`config.mk`:
```
export PLATFORM = sky130hd
export DESIGN_NAME = eu_writeback_flat
export DESIGN_NICKNAME = d
export VERILOG_FILES = /design/src/rtl/eu_writeback_if.sv /design/src/rtl/eu_writeback.sv /design/src/flat_wrapper.sv
export SDC_FILE = /design/constraint.sdc
export NUM_CORES = 1
export LEC_CHECK = 0
export ABC_AREA = 1
export BUFFER_PORTS_ARGS = -buffer_cell sky130_fd_sc_hd__buf_2
export CORE_MARGIN = 10
export CORE_UTILIZATION = 45
export DETAILED_ROUTE_END_ITERATION = 10
export PLACE_DENSITY = 0.65
export SYNTH_ARGS = -nofsm -noshare
export SYNTH_HDL_FRONTEND = slang
export SYNTH_SLANG_ARGS = --single-unit
```
`constraint.sdc`:
```
create_clock -name clk -period 3.5 [get_ports clk]
set_clock_uncertainty 0.2 [all_clocks]
set_input_delay 0.525 -clock clk [delete_from_list [all_inputs] [get_ports clk]]
set_output_delay 0.525 -clock clk [all_outputs]
set_load 0.05 [all_outputs]
```
`src/rtl/eu_writeback_if.sv`:
```
// Handshake bundle between the EU result source, the writeback stage and the register-file write port.
// The slave view belongs to eu_writeback, and the master view belongs to the environment driving it.
interface eu_writeback_if #(
  parameter int BUS_WIDTH  = 16,
  parameter int ADDR_WIDTH = 3
) ();
  logic                  in_valid;
  logic                  in_ready;
  logic [BUS_WIDTH-1:0]  in_data;
  logic [3:0]            in_op_select;
  logic                  in_carry;
  logic [ADDR_WIDTH-1:0] in_dest;
  logic                  in_flag_en;
  logic                  wr_en;
  logic                  wr_ready;
  logic [ADDR_WIDTH-1:0] wr_addr;
  logic [BUS_WIDTH-1:0]  wr_data;

  modport master (
    output in_valid, in_data, in_op_select, in_carry, in_dest, in_flag_en, wr_ready,
    input  in_ready, wr_en, wr_addr, wr_data
  );

  modport slave (
    input  in_valid, in_data, in_op_select, in_carry, in_dest, in_flag_en, wr_ready,
    output in_ready, wr_en, wr_addr, wr_data
  );
endinterface

```
`src/rtl/eu_writeback.sv`:
```
// EU writeback stage: a 2-entry in-order result buffer feeding the register-file write port,
// committing {C,P,N,Z} status flags and counting retired writes.
module eu_writeback #(
  parameter int BUS_WIDTH  = 16,
  parameter int ADDR_WIDTH = 3
) (
  input  logic        clk,
  input  logic        rst_n,
  eu_writeback_if.slave bus,
  output logic [3:0]  flags,
  output logic [15:0] retire_count
);

  typedef enum logic {EMPTY = 1'b0, VALID = 1'b1} entry_state_t;

  entry_state_t          head_state, tail_state;
  logic [BUS_WIDTH-1:0]  head_data, tail_data;
  logic [ADDR_WIDTH-1:0] head_dest, tail_dest;
  logic                  head_flag_en, tail_flag_en;
  logic [3:0]            head_flags, tail_flags;
  logic                  in_ready_q;

  logic                  push, pop, full_next;
  logic [3:0]            new_flags;

  assign bus.in_ready = in_ready_q;
  assign bus.wr_en    = (head_state == VALID);
  assign bus.wr_addr  = head_dest;
  assign bus.wr_data  = head_data;

  // Flags are computed at push time, so the commit edge only has to copy a stored value.
  always_comb begin
    push      = bus.in_valid && in_ready_q && (bus.in_op_select != 4'b0000);
    pop       = (head_state == VALID) && bus.wr_ready;
    new_flags = {(bus.in_op_select[3] ? 1'b0 : bus.in_carry),
                 ~^bus.in_data,
                 bus.in_data[BUS_WIDTH-1],
                 (bus.in_data == '0)};
    full_next = 1'b0;
    if (tail_state == VALID) begin
      full_next = !pop;
    end else if (head_state == VALID) begin
      full_next = push && !pop;
    end
  end

  always_ff @(posedge clk) begin
    if (!rst_n) begin
      head_state   <= EMPTY;
      tail_state   <= EMPTY;
      head_data    <= '0;
      head_dest    <= '0;
      head_flag_en <= 1'b0;
      head_flags   <= 4'b0000;
      in_ready_q   <= 1'b1;
      flags        <= 4'b0000;
      retire_count <= 16'd0;
    end else begin
      in_ready_q <= !full_next;

      if (pop) begin
        retire_count <= retire_count + 16'd1;
        if (head_flag_en) begin
          flags <= head_flags;
        end
      end

      // A push is impossible while the tail is valid, because in_ready is low at occupancy 2.
      if (pop) begin
        if (tail_state == VALID) begin
          head_data    <= tail_data;
          head_dest    <= tail_dest;
          head_flag_en <= tail_flag_en;
          head_flags   <= tail_flags;
          tail_state   <= EMPTY;
        end else if (push) begin
          head_data    <= bus.in_data;
          head_dest    <= bus.in_dest;
          head_flag_en <= bus.in_flag_en;
          head_flags   <= new_flags;
        end else begin
          head_state   <= EMPTY;
        end
      end else if (push) begin
        if (head_state == EMPTY) begin
          head_state   <= VALID;
          head_data    <= bus.in_data;
          head_dest    <= bus.in_dest;
          head_flag_en <= bus.in_flag_en;
          head_flags   <= new_flags;
        end else begin
          tail_state   <= VALID;
          tail_data    <= bus.in_data;
          tail_dest    <= bus.in_dest;
          tail_flag_en <= bus.in_flag_en;
          tail_flags   <= new_flags;
        end
      end
    end
  end

endmodule

```
`src/flat_wrapper.sv`:
```
// flat-port wrapper written by rule: the top's interface ports become plain ports
module eu_writeback_flat 
#(
  parameter int BUS_WIDTH  = 16,
  parameter int ADDR_WIDTH = 3
)
  (clk, rst_n, flags, retire_count, bus_in_valid, bus_in_data, bus_in_op_select, bus_in_carry, bus_in_dest, bus_in_flag_en, bus_wr_ready, bus_in_ready, bus_wr_en, bus_wr_addr, bus_wr_data);
  eu_writeback_if #(.BUS_WIDTH(BUS_WIDTH), .ADDR_WIDTH(ADDR_WIDTH)) bus_i ();
  input  logic clk;
  input  logic rst_n;
  output logic [3:0] flags;
  output logic [15:0] retire_count;
  input wire logic [$bits(bus_i.in_valid)-1:0] bus_in_valid;
  input wire logic [$bits(bus_i.in_data)-1:0] bus_in_data;
  input wire logic [$bits(bus_i.in_op_select)-1:0] bus_in_op_select;
  input wire logic [$bits(bus_i.in_carry)-1:0] bus_in_carry;
  input wire logic [$bits(bus_i.in_dest)-1:0] bus_in_dest;
  input wire logic [$bits(bus_i.in_flag_en)-1:0] bus_in_flag_en;
  input wire logic [$bits(bus_i.wr_ready)-1:0] bus_wr_ready;
  output wire logic [$bits(bus_i.in_ready)-1:0] bus_in_ready;
  output wire logic [$bits(bus_i.wr_en)-1:0] bus_wr_en;
  output wire logic [$bits(bus_i.wr_addr)-1:0] bus_wr_addr;
  output wire logic [$bits(bus_i.wr_data)-1:0] bus_wr_data;
  assign bus_i.in_valid = bus_in_valid;
  assign bus_i.in_data = bus_in_data;
  assign bus_i.in_op_select = bus_in_op_select;
  assign bus_i.in_carry = bus_in_carry;
  assign bus_i.in_dest = bus_in_dest;
  assign bus_i.in_flag_en = bus_in_flag_en;
  assign bus_i.wr_ready = bus_wr_ready;
  assign bus_in_ready = bus_i.in_ready;
  assign bus_wr_en = bus_i.wr_en;
  assign bus_wr_addr = bus_i.wr_addr;
  assign bus_wr_data = bus_i.wr_data;
  eu_writeback #(.BUS_WIDTH(BUS_WIDTH), .ADDR_WIDTH(ADDR_WIDTH)) u_core (.clk(clk), .rst_n(rst_n), .bus(bus_i), .flags(flags), .retire_count(retire_count));
endmodule
```
* Word-level counts from Yosys, hierarchy flattened
Index checks and enable logic that the tools add are counted.
** Word-level totals
- Register bits :: 71
- Logic and storage cells :: 63
- Input bits :: 29
- Output and inout bits :: 41
** Operators by class
- Equality and inequality tests :: 3
- $add $sub $neg :: 1
- Muxes and demuxes :: 27
- Reductions and logical operators :: 17
- Bitwise logic cells :: 2
** Operator list (number)
- $mux W16 :: 5
- $mux W4 :: 5
- $add A16 B1 Y16 const B :: 1
- $logic_not A16 Y1 :: 1
- $reduce_xnor A16 Y1 :: 1
- $mux W3 :: 5
- $mux W1 :: 12
- $ne A2 B2 Y1 const B :: 3
- $reduce_and A3 Y1 :: 2
- $logic_and A1 B1 Y1 :: 4
- $reduce_and A2 Y1 :: 2
- $reduce_and A4 Y1 :: 1
- $reduce_bool A2 Y1 :: 2
- $reduce_bool A4 Y1 :: 1
- $logic_not A1 Y1 :: 2
- $not A1 Y1 :: 2
- $reduce_or A2 Y1 :: 1

* Longest topological paths before layout
Gate-level depths: netlist of the first run.
- Depth after elaboration :: 6
- Mapped depth :: 10
- Depth with buffers taken out :: 10

* Least setup slack after synthesis of the first run
No wires, ideal clock.
- Kind :: reg2reg
- Start :: reg u_core.head_state (netlist: u_core.bus.wr_en)
- End :: reg u_core.tail_data[0] (enable)
- Required time :: 2.868 ns
- Path slack :: 0.260 ns
- Buffers on the path :: 0
- Arrival time :: 2.608 ns
- Library setup time :: 0.432 ns
- Stages on the path, launching flop included :: 5
- Period minus slack after synthesis :: 3.240 ns
- Path through :: dfxtp_1 inv_1 nor2_1 inv_1 nor3_1
** On the way
- Cells in the longest elaborated chain, start to end :: 3
** RTL lines
- start, declared :: line eu_writeback.sv:16 : entry_state_t head_state, tail_state;
- start signal, assigned :: line eu_writeback.sv:49 : head_state <= EMPTY;
- start signal, assigned :: line eu_writeback.sv:82 : head_state <= EMPTY;
- start signal, assigned :: line eu_writeback.sv:86 : head_state <= VALID;
- $logic_and A1 B1 Y1 :: line eu_writeback.sv:34 : pop = (head_state == VALID) && bus.wr_ready;
- $not A1 Y1 (no source line)
- $reduce_and A4 Y1 (no source line) *
- end signal, assigned :: line eu_writeback.sv:93 : tail_data <= bus.in_data;
- end, declared :: line eu_writeback.sv:17 : logic [BUS_WIDTH-1:0] head_data, tail_data;
Mark *: on every way between the ends. The rest lies on a longest branch, timed or not.
A chain may end at the register's enable or synchronous reset.

* Worst setup path after layout of the first run
- Start :: reg u_core.tail_state
- End :: reg u_core.head_data[6] (netlist: u_core.bus.wr_data[6])
** On the way
- Cells in the longest elaborated chain, start to end :: 2
- Elaborated cells on any way between the ends :: 4
- Those cells by class :: 2 x mux; 2 x reduce/logical
** RTL lines
- start, declared :: line eu_writeback.sv:16
- start signal, assigned :: line eu_writeback.sv:50 : tail_state <= EMPTY;
- start signal, assigned :: line eu_writeback.sv:75 : tail_state <= EMPTY;
- start signal, assigned :: line eu_writeback.sv:92 : tail_state <= VALID;
- $reduce_bool A2 Y1 (no source line) / $mux W16 (equally long branches)
- $reduce_and A3 Y1 (no source line) / $mux W16 (equally long branches)
- end signal, assigned :: line eu_writeback.sv:71 : head_data <= tail_data;
- end signal, assigned :: line eu_writeback.sv:77 : head_data <= bus.in_data;
- end signal, assigned :: line eu_writeback.sv:87 : head_data <= bus.in_data;
- end, declared :: line eu_writeback.sv:17
Parallel ways exist; a longest one is shown, timed or not.

==> flow_summary_export.csv, run 1 <==
group,metric,value,unit
logic_synthesis,synth.distinct_cells,31,
grt,antenna_found_initial,0,
critical_path,worstSetupPathType,"reg2reg",
min_path,min_path_type,"in2reg",
critical_path,cp.arrival,2240,ps
place,dp_hpwl,5370,um
pwr,leakagePower,0.00192,uW
logic_synthesis,yosys.area_share.adder,3.42,%
cells_and_area,antenna_cells,0,
cts,clockRootBuffer,"clkbuf_8",
die,core,0.00718,mm^2
min_path,worstHoldStart,"bus_in_flag_en",
logic_synthesis,synth-simple-area-share,30.8,%
place,gp_congestion,0.781,
critical_path,crit_family,"buffers and inverters",
cts,cts.sink_count,69,
cts,cts_tree,"done",
min_path,whs_endpoint,"u_core.tail_flag_en",
critical_path,r2r_cells,7,
detailed_routing,vias,2821,
sta,max_clock_freq,464,MHz
sta,maxSlewHeadroom,53.6,%
die,die_width,105,um
cts,clock_latency,340,ps
logic_synthesis,synthMuxAreaShare,0,%
critical_path,path_max_fanout,25,
die,start_util,45.8,%
logic_synthesis,synth_cells,428,
detailed_routing,drc,0,
cells_and_area,fin_nets,532,
sta,finalWorstSetupSlack,1340,ps
sta,max_slew.worst_pin.slew,695,ps
logic_synthesis,ys_ff_latch,69,
grt,globalRouteOverflowTotal,0,
job,maxCapViolCount,0,
critical_path,critical-path-slowest-cell,"inv_1",
die,ios,70,
detailed_routing,ant_nets,0,
cells_and_area,drive_gt1_share,20.4,%
min_path,worstHoldPathCells,1,
sta,hold_violations,0,
critical_path,timing.rr.start,"u_core.tail_state",
detailed_routing,drt-wirelength-per-cell,12.4,um
critical_path,r2r_slack,1340,ps
grt,grt_use_total,13.5,%
sta,fin_crit,2160,ps
cts,cts_buffer_depth,2,
place,dp_slack,1050,ps
logic_synthesis,synth.avg_cell_area,7.69,um^2
logic_synthesis,yosys_most_used_dff,"dfxtp_1",
cts,cts_max_level,3,
detailed_routing,routed_wl,7410,um
logic_synthesis,synth_warnings,0,
sta,slew_violations,0,
place,port_buffers,69,
die,dieArea,0.0111,mm^2
critical_path,cp_cell_sequence,"buf_4 -> nand2_1 -> nand2_1 -> nand2_2 -> inv_1 -> nor2_1 -> nor2_1",
logic_synthesis,synth_top_family_by_area,"simple AND/OR/NAND/NOR gates",
pwr,p_per_area,485,mW/mm^2
grt,first_global_vias,2806,
die,rows,31,
pwr,p_total,1900,uW
sta,finalSetupViolCount,0,
grt,grt_pass1_wl,12500,um
cells_and_area,final_cell_mix,"102 x nand2_1, 71 x nor2_1, 69 x buf_2",
logic_synthesis,seq_area_frac_synth,49.0,%
critical_path,path_buf_inv,2,
cells_and_area,area_growth,18.8,%
die,die_height,105,um
detailed_routing,routed_via_density,4.72,
critical_path,rr_endpoint,"u_core.bus.wr_data[6]",
cts,cts_buffers,9,
logic_synthesis,synth_compound_area_share,7.80,%
cells_and_area,final_common_cell,"nand2_1",
critical_path,start_kind,"register",
detailed_routing,drt_iter0_markers,149,
critical_path,slowest_delay,620,ps
grt,grt_max_degree,33,
critical_path,cp-end-kind,"register",
sta,post-route-period-util,61.6,%
cells_and_area,nFillCells,701,
logic_synthesis,syn_area,0.00329,mm^2
pwr,ir_drop,185,uV
logic_synthesis,synth-edff-count,23,
run_status,status,"completed",
sta,tns,0,ps
cts,hold_buffers,0,
cts,clkTransAtPathRegs,70,ps
detailed_routing,firstDrtPassIters,4,
sta,rsz0062_at_grt,"no",
cts,cts_resized,0,
logic_synthesis,synth_nets,466,
cts,post_cts_buffers,0,
logic_synthesis,synthArstFlopShare,0,%
logic_synthesis,synth_xor_area_share,0.266,%
critical_path,required,3580,ps
worst max-delay path by stage:
stage / start / end / slack, ps / depth (start not counted)
floorplan: u_core.bus.wr_en / u_core.tail_data[0] / 260 / 4
global placement: rst_n / u_core.tail_data[12] / 1060 / 4
detailed placement: bus_in_op_select[3] / u_core.bus.wr_data[6] / 1050 / 9
CTS: u_core.tail_state / u_core.bus.wr_data[6] / 1340 / 7
global route: u_core.tail_state / u_core.head_flags[3] / 1090 / 7
finish: u_core.tail_state / u_core.bus.wr_data[6] / 1340 / 7
per-layer routing:
metal  GRT usage (%)  share of wire (%)  wire length [um]
met5               0                  0                 0
met4            5.51                1.3                99
met3            3.96                6.3               465
met2            22.9                 47              3510
met1            15.7                 45              3340
through the flow:
| stage | utilization, % | hold WS [ps] | cells | instance area [um^2] |
|---|---|---|---|---|
| 2_1_floorplan | - | 256 | 428 | 3290 |
| 5_1_grt | 54.5 | 167 | 598 | 3910 |
| 4_1_cts | 54.5 | 169 | 598 | 3910 |
| 3_5_place_dp | 51.4 | 265 | 582 | 3690 |
| 3_3_place_gp | 51.4 | 259 | 582 | 3690 |
| 6_report | 54.5 | 181 | 598 | 3910 |
registers in the layout, indices dropped and copies added (netlist names):
name and count:
u_core.tail_state 1, u_core.flags 4, u_core.bus.wr_data 15, u_core.tail_dest 3, u_core.head_flag_en 1, u_core.tail_flags 4, u_core.head_flags 4, u_core.bus.wr_addr 3
u_core.bus.in_ready 1, u_core.tail_data 15, u_core.retire_count 16, u_core.bus.wr_en 1, u_core.tail_flag_en 1
layout make-up:
class                           instances  area [um^2]  area share (%)
Sequential cell                        69         1610            41.2
Multi-Input combinational cell        292         1400            35.8
Timing Repair Buffer                   72          368            9.41
Inverter                               50          188            4.80
Clock buffer                           13          180            4.61
Tap cell                               99          124            3.17
Clock inverter                          3         40.0            1.02
power by group:
group	switching, uW	internal (uW)	total [uW]
Combinational	227	87.5	314
Sequential	19.2	863	882
Clock	291	409	700
worst reg2reg max path: cells and delay by family, from the launching register on:
family	cells	cell delay (ps)
buffers and inverters	2	890
flip-flops	1	310
AND/OR/NAND/NOR	5	690
Yosys cell counts, types with 2 or more instances:
cell type / number / share of area, %
nand2_1: 102 / 12
nor2_1: 71 / 8.1
inv_1: 49 / 5.6
dfxtp_1: 46 / 28
nand3_1: 33 / 5.0
o21ai_0: 24 / 3.7
edfxtp_1: 23 / 21
a21oi_1: 16 / 2.4
ha_1: 9 / 3.4
o21ai_1: 7 / 1.1
buf_2: 6 / 0.91
nor3_1: 6 / 0.91
nand2_2: 5 / 0.95
clkbuf_1: 4 / 0.46
buf_4: 3 / 0.68
nor2_2: 3 / 0.57
buf_1: 2 / 0.23
buf_6: 2 / 0.68
nor2_4: 2 / 0.68
nor3b_1: 2 / 0.46
nor4_1: 2 / 0.38
o21a_1: 2 / 0.46
logic make-up (layout without fill, tap and decap cells):
| kind of cell | Yosys count | count (layout) |
|---|---|---|
| AOI/OAI and AO/OA | 50 | 50 |
| xor gates and xnor gates | 1 | 1 |
| adders and majority gates | 9 | 9 |
| buffers and inverters | 67 | 138 |
| DFF | 69 | 69 |
| and+or+nand+nor | 232 | 232 |
(Power assumes the default switching activity.)
==> run 2, diff against run 1 <==
- ABC_AREA: 1 -> 0
- PLACE_DENSITY: 0.65 -> 0.66
- clock period: 3.5 -> 2.2 ns (I/O delays scaled with it)
==> run 2 against run 1 <==
Against the previous run:
- sequential power up 60%
- sequential share of layout area about the same
- utilization up 6.0 points
- routed wire length down 3.0%
- count of clock-buffer cells in the layout down 4
- area after synthesis down 7.6%
- first-iteration DRC count up 4.0%
- non-clock buffer count up 22
- register-to-register slack worse by 1100 ps
- clock power up 74%
- critical path type is now in2reg
- largest cell class unchanged
==> flow_summary_export.csv, run 2 <==
group,metric,value,unit
detailed_routing,firstDrtPassIters,4,
critical_path,r2r_cells,4,
logic_synthesis,synth_commonest_cells,"50 x nand3_1, 46 x dfxtp_1, 43 x nand2_1",
logic_synthesis,synth_nets,343,
critical_path,rr_endpoint,"u_core.head_flags[2]",
logic_synthesis,yosysTopAreaCellShare,30.3,%
logic_synthesis,yosys-top-cells-area,"dfxtp_1 30%, edfxtp_1 23%, nand3_1 8.2%, o211a_1 7.2%, nand2_1 5.3%",
cts,clock_latency,340,ps
sta,finalSetupViolCount,0,
grt,globalRouteOverflowTotal,0,
cells_and_area,multi_input_area,0.00130,mm^2
cells_and_area,nFillCells,572,
grt,grt_use_total,14.0,%
critical_path,timing.rr.start,"u_core.bus.in_ready",
cells_and_area,fin_nets,431,
critical_path,start_kind,"input pin",
logic_synthesis,synth.distinct_cells,31,
detailed_routing,drt-wirelength-per-cell,15.1,um
die,die_height,102,um
cells_and_area,area_growth,28.6,%
logic_synthesis,synthArstFlopShare,0,%
critical_path,required,2230,ps
sta,fin_crit,1970,ps
sta,slew_violations,0,
die,core,0.00646,mm^2
critical_path,path_buf_inv,3,
logic_synthesis,yosys_most_used_dff,"dfxtp_1",
min_path,min_path_type,"in2reg",
pwr,leakagePower,0.00190,uW
die,die_width,102,um
sta,post-route-period-util,89.7,%
cts,cts_buffers,9,
place,gp_congestion,0.791,
logic_synthesis,yosysMostFrequentCell,"nand3_1",
cells_and_area,postLayoutCoreUtil,60.5,%
detailed_routing,ant_nets,0,
cts,cts.sink_count,69,
critical_path,cpMostUsedCell,"xnor2_1",
logic_synthesis,synth_warnings,0,
cts,clkTransAtPathRegs,70,ps
die,dieArea,0.0104,mm^2
logic_synthesis,syn_area,0.00304,mm^2
grt,first_global_vias,2522,
critical_path,critical-path-slowest-cell,"dlygate4sd3_1",
cells_and_area,final_common_cell,"buf_2",
min_path,worstHoldPathCells,1,
sta,hold_violations,0,
critical_path,cp-end-kind,"register",
critical_path,r2r_slack,250,ps
die,rows,29,
grt,antenna_found_initial,0,
logic_synthesis,synth_cells,305,
sta,max_slew.worst_pin.slew,673,ps
critical_path,path_max_fanout,3,
cts,cts_buffer_depth,2,
cts,post_cts_buffers,0,
die,ios,70,
critical_path,crit_family,"buffers and inverters",
cts,clockRootBuffer,"clkbuf_8",
logic_synthesis,yosysTopAreaCell,"dfxtp_1",
detailed_routing,vias,2463,
logic_synthesis,ys_ff_latch,69,
cts,cts_max_level,3,
logic_synthesis,seq_area_frac_synth,53.0,%
critical_path,cp.arrival,2010,ps
pwr,p_total,3110,uW
detailed_routing,drt_iter0_markers,155,
critical_path,cp_cell_sequence,"dlygate4sd3_1 -> buf_2 -> inv_1 -> ha_1 -> xnor2_1 -> xnor2_1 -> xnor2_1 -> a41o_1",
sta,max_clock_freq,507,MHz
place,port_buffers,69,
place,dp_hpwl,4610,um
pwr,ir_drop,433,uV
cells_and_area,final_cell_mix,"69 x buf_2, 50 x nand3_1, 46 x dfxtp_1",
grt,grt_pass1_wl,11700,um
cells_and_area,antenna_cells,0,
run_status,status,"completed",
cells_and_area,seq_area,0.00161,mm^2
critical_path,worstSetupPathType,"in2reg",
die,start_util,47.0,%
detailed_routing,drc,0,
cts,cts_tree,"done",
sta,rsz0062_at_grt,"no",
job,maxCapViolCount,0,
sta,tns,0,ps
cells_and_area,top_register,"u_core.retire_count",
grt,grt_max_degree,47,
place,postPlaceCellArea,0.00347,mm^2
min_path,worstHoldStart,"bus_in_data[0]",
logic_synthesis,synth.avg_cell_area,9.96,um^2
cells_and_area,stdcell_area,0.00391,mm^2
sta,maxSlewHeadroom,55.0,%
detailed_routing,routed_wl,7190,um
critical_path,slowest_delay,530,ps
cells_and_area,drive_gt1_share,24.4,%
pwr,p_per_area,796,mW/mm^2
logic_synthesis,synth-edff-count,23,
cells_and_area,largest_register_ffs,16,
detailed_routing,routed_via_density,5.19,
min_path,whs_endpoint,"u_core.tail_data[0]",
run 2: changes by cell type after synthesis, sizes merged, moves of 14 or more:
cell	change
nand2	-65
nor2	-72
inv	-30
nand3	+18
a21oi	-14
o21ai	-28
xnor2	+15
o211a	+22
run 2: stage by stage:
stage / std cells / setup slack (ps) / hold WS (ps)
after global placement: 440 / -80.4 / 255
final: 475 / 226 / 18.9
after floorplan: 305 / 2.64 / 229
after CTS: 474 / 55.8 / 1.70
after global routing: 475 / 84.9 / 2.61
after detailed placement: 440 / -115 / 256
run 2: logic make-up after synthesis:
| group | after synthesis | share of synthesized area [%] |
|---|---|---|
| flip-flops | 69 | 53.0 |
| AO/OA/AOI/OAI | 37 | 10.7 |
| XOR/XNOR | 20 | 5.77 |
| buffers and inverters | 38 | 5.07 |
| AND/OR/NAND/NOR | 132 | 21.7 |
| adder cells (fa/ha/maj) | 9 | 3.71 |
run 2: final cells by class:
type                            instances  area share, %
Clock buffer                            9           3.17
Clock inverter                          7           2.91
Inverter                               20           1.92
Multi-Input combinational cell        199           33.2
Sequential cell                        69           41.2
Tap cell                               77           2.47
Timing Repair Buffer                   94           15.1
run 2: worst register-to-register path, stage by stage, from the launching register on:
cell and delay, ps:
dfxtp_1 350, nand3_1 260, a21oi_4 640, o22ai_1 190
a41o_1 220
run 2: report_power, final:
part | internal (uW) | switching [uW]
Combinational | 171 | 313
Sequential | 1380 | 30.9
Clock | 747 | 472
Total | 2300 | 816
run 2: what timing repair did:
| action | in CTS | in global routing |
|---|---|---|
| hold buffers | 18 | 0 |
| setup endpoints to repair | 0 | 23 |
| gates resized for setup | 0 | 1 |
| endpoints found under the hold margin | 18 | 0 |
run 2: worst max path at each step:
stage / from / end / slack (ps) / depth (start not counted)
4_1_cts: u_core.bus.wr_en / u_core.head_flags[2] / 60 / 4
2_1_floorplan: u_core.bus.wr_en / u_core.tail_data[0] / 3 / 2
3_5_place_dp: bus_in_op_select[3] / u_core.head_flags[2] / -120 / 6
5_1_grt: u_core.bus.in_ready / u_core.head_flags[2] / 80 / 4
3_3_place_gp: bus_in_op_select[3] / u_core.head_flags[2] / -80 / 6
6_report: bus_in_data[10] / u_core.head_flags[2] / 230 / 8
run 2: metal layers:
layer  up-vias  global-route usage [%]  part of all wire [%]
li1       1232                       -                     -
met1      1159                    15.3                    43
met2        66                    23.9                    49
met3         6                    5.47                   6.5
met4         0                    5.21                  0.92
met5         -                       0                     0
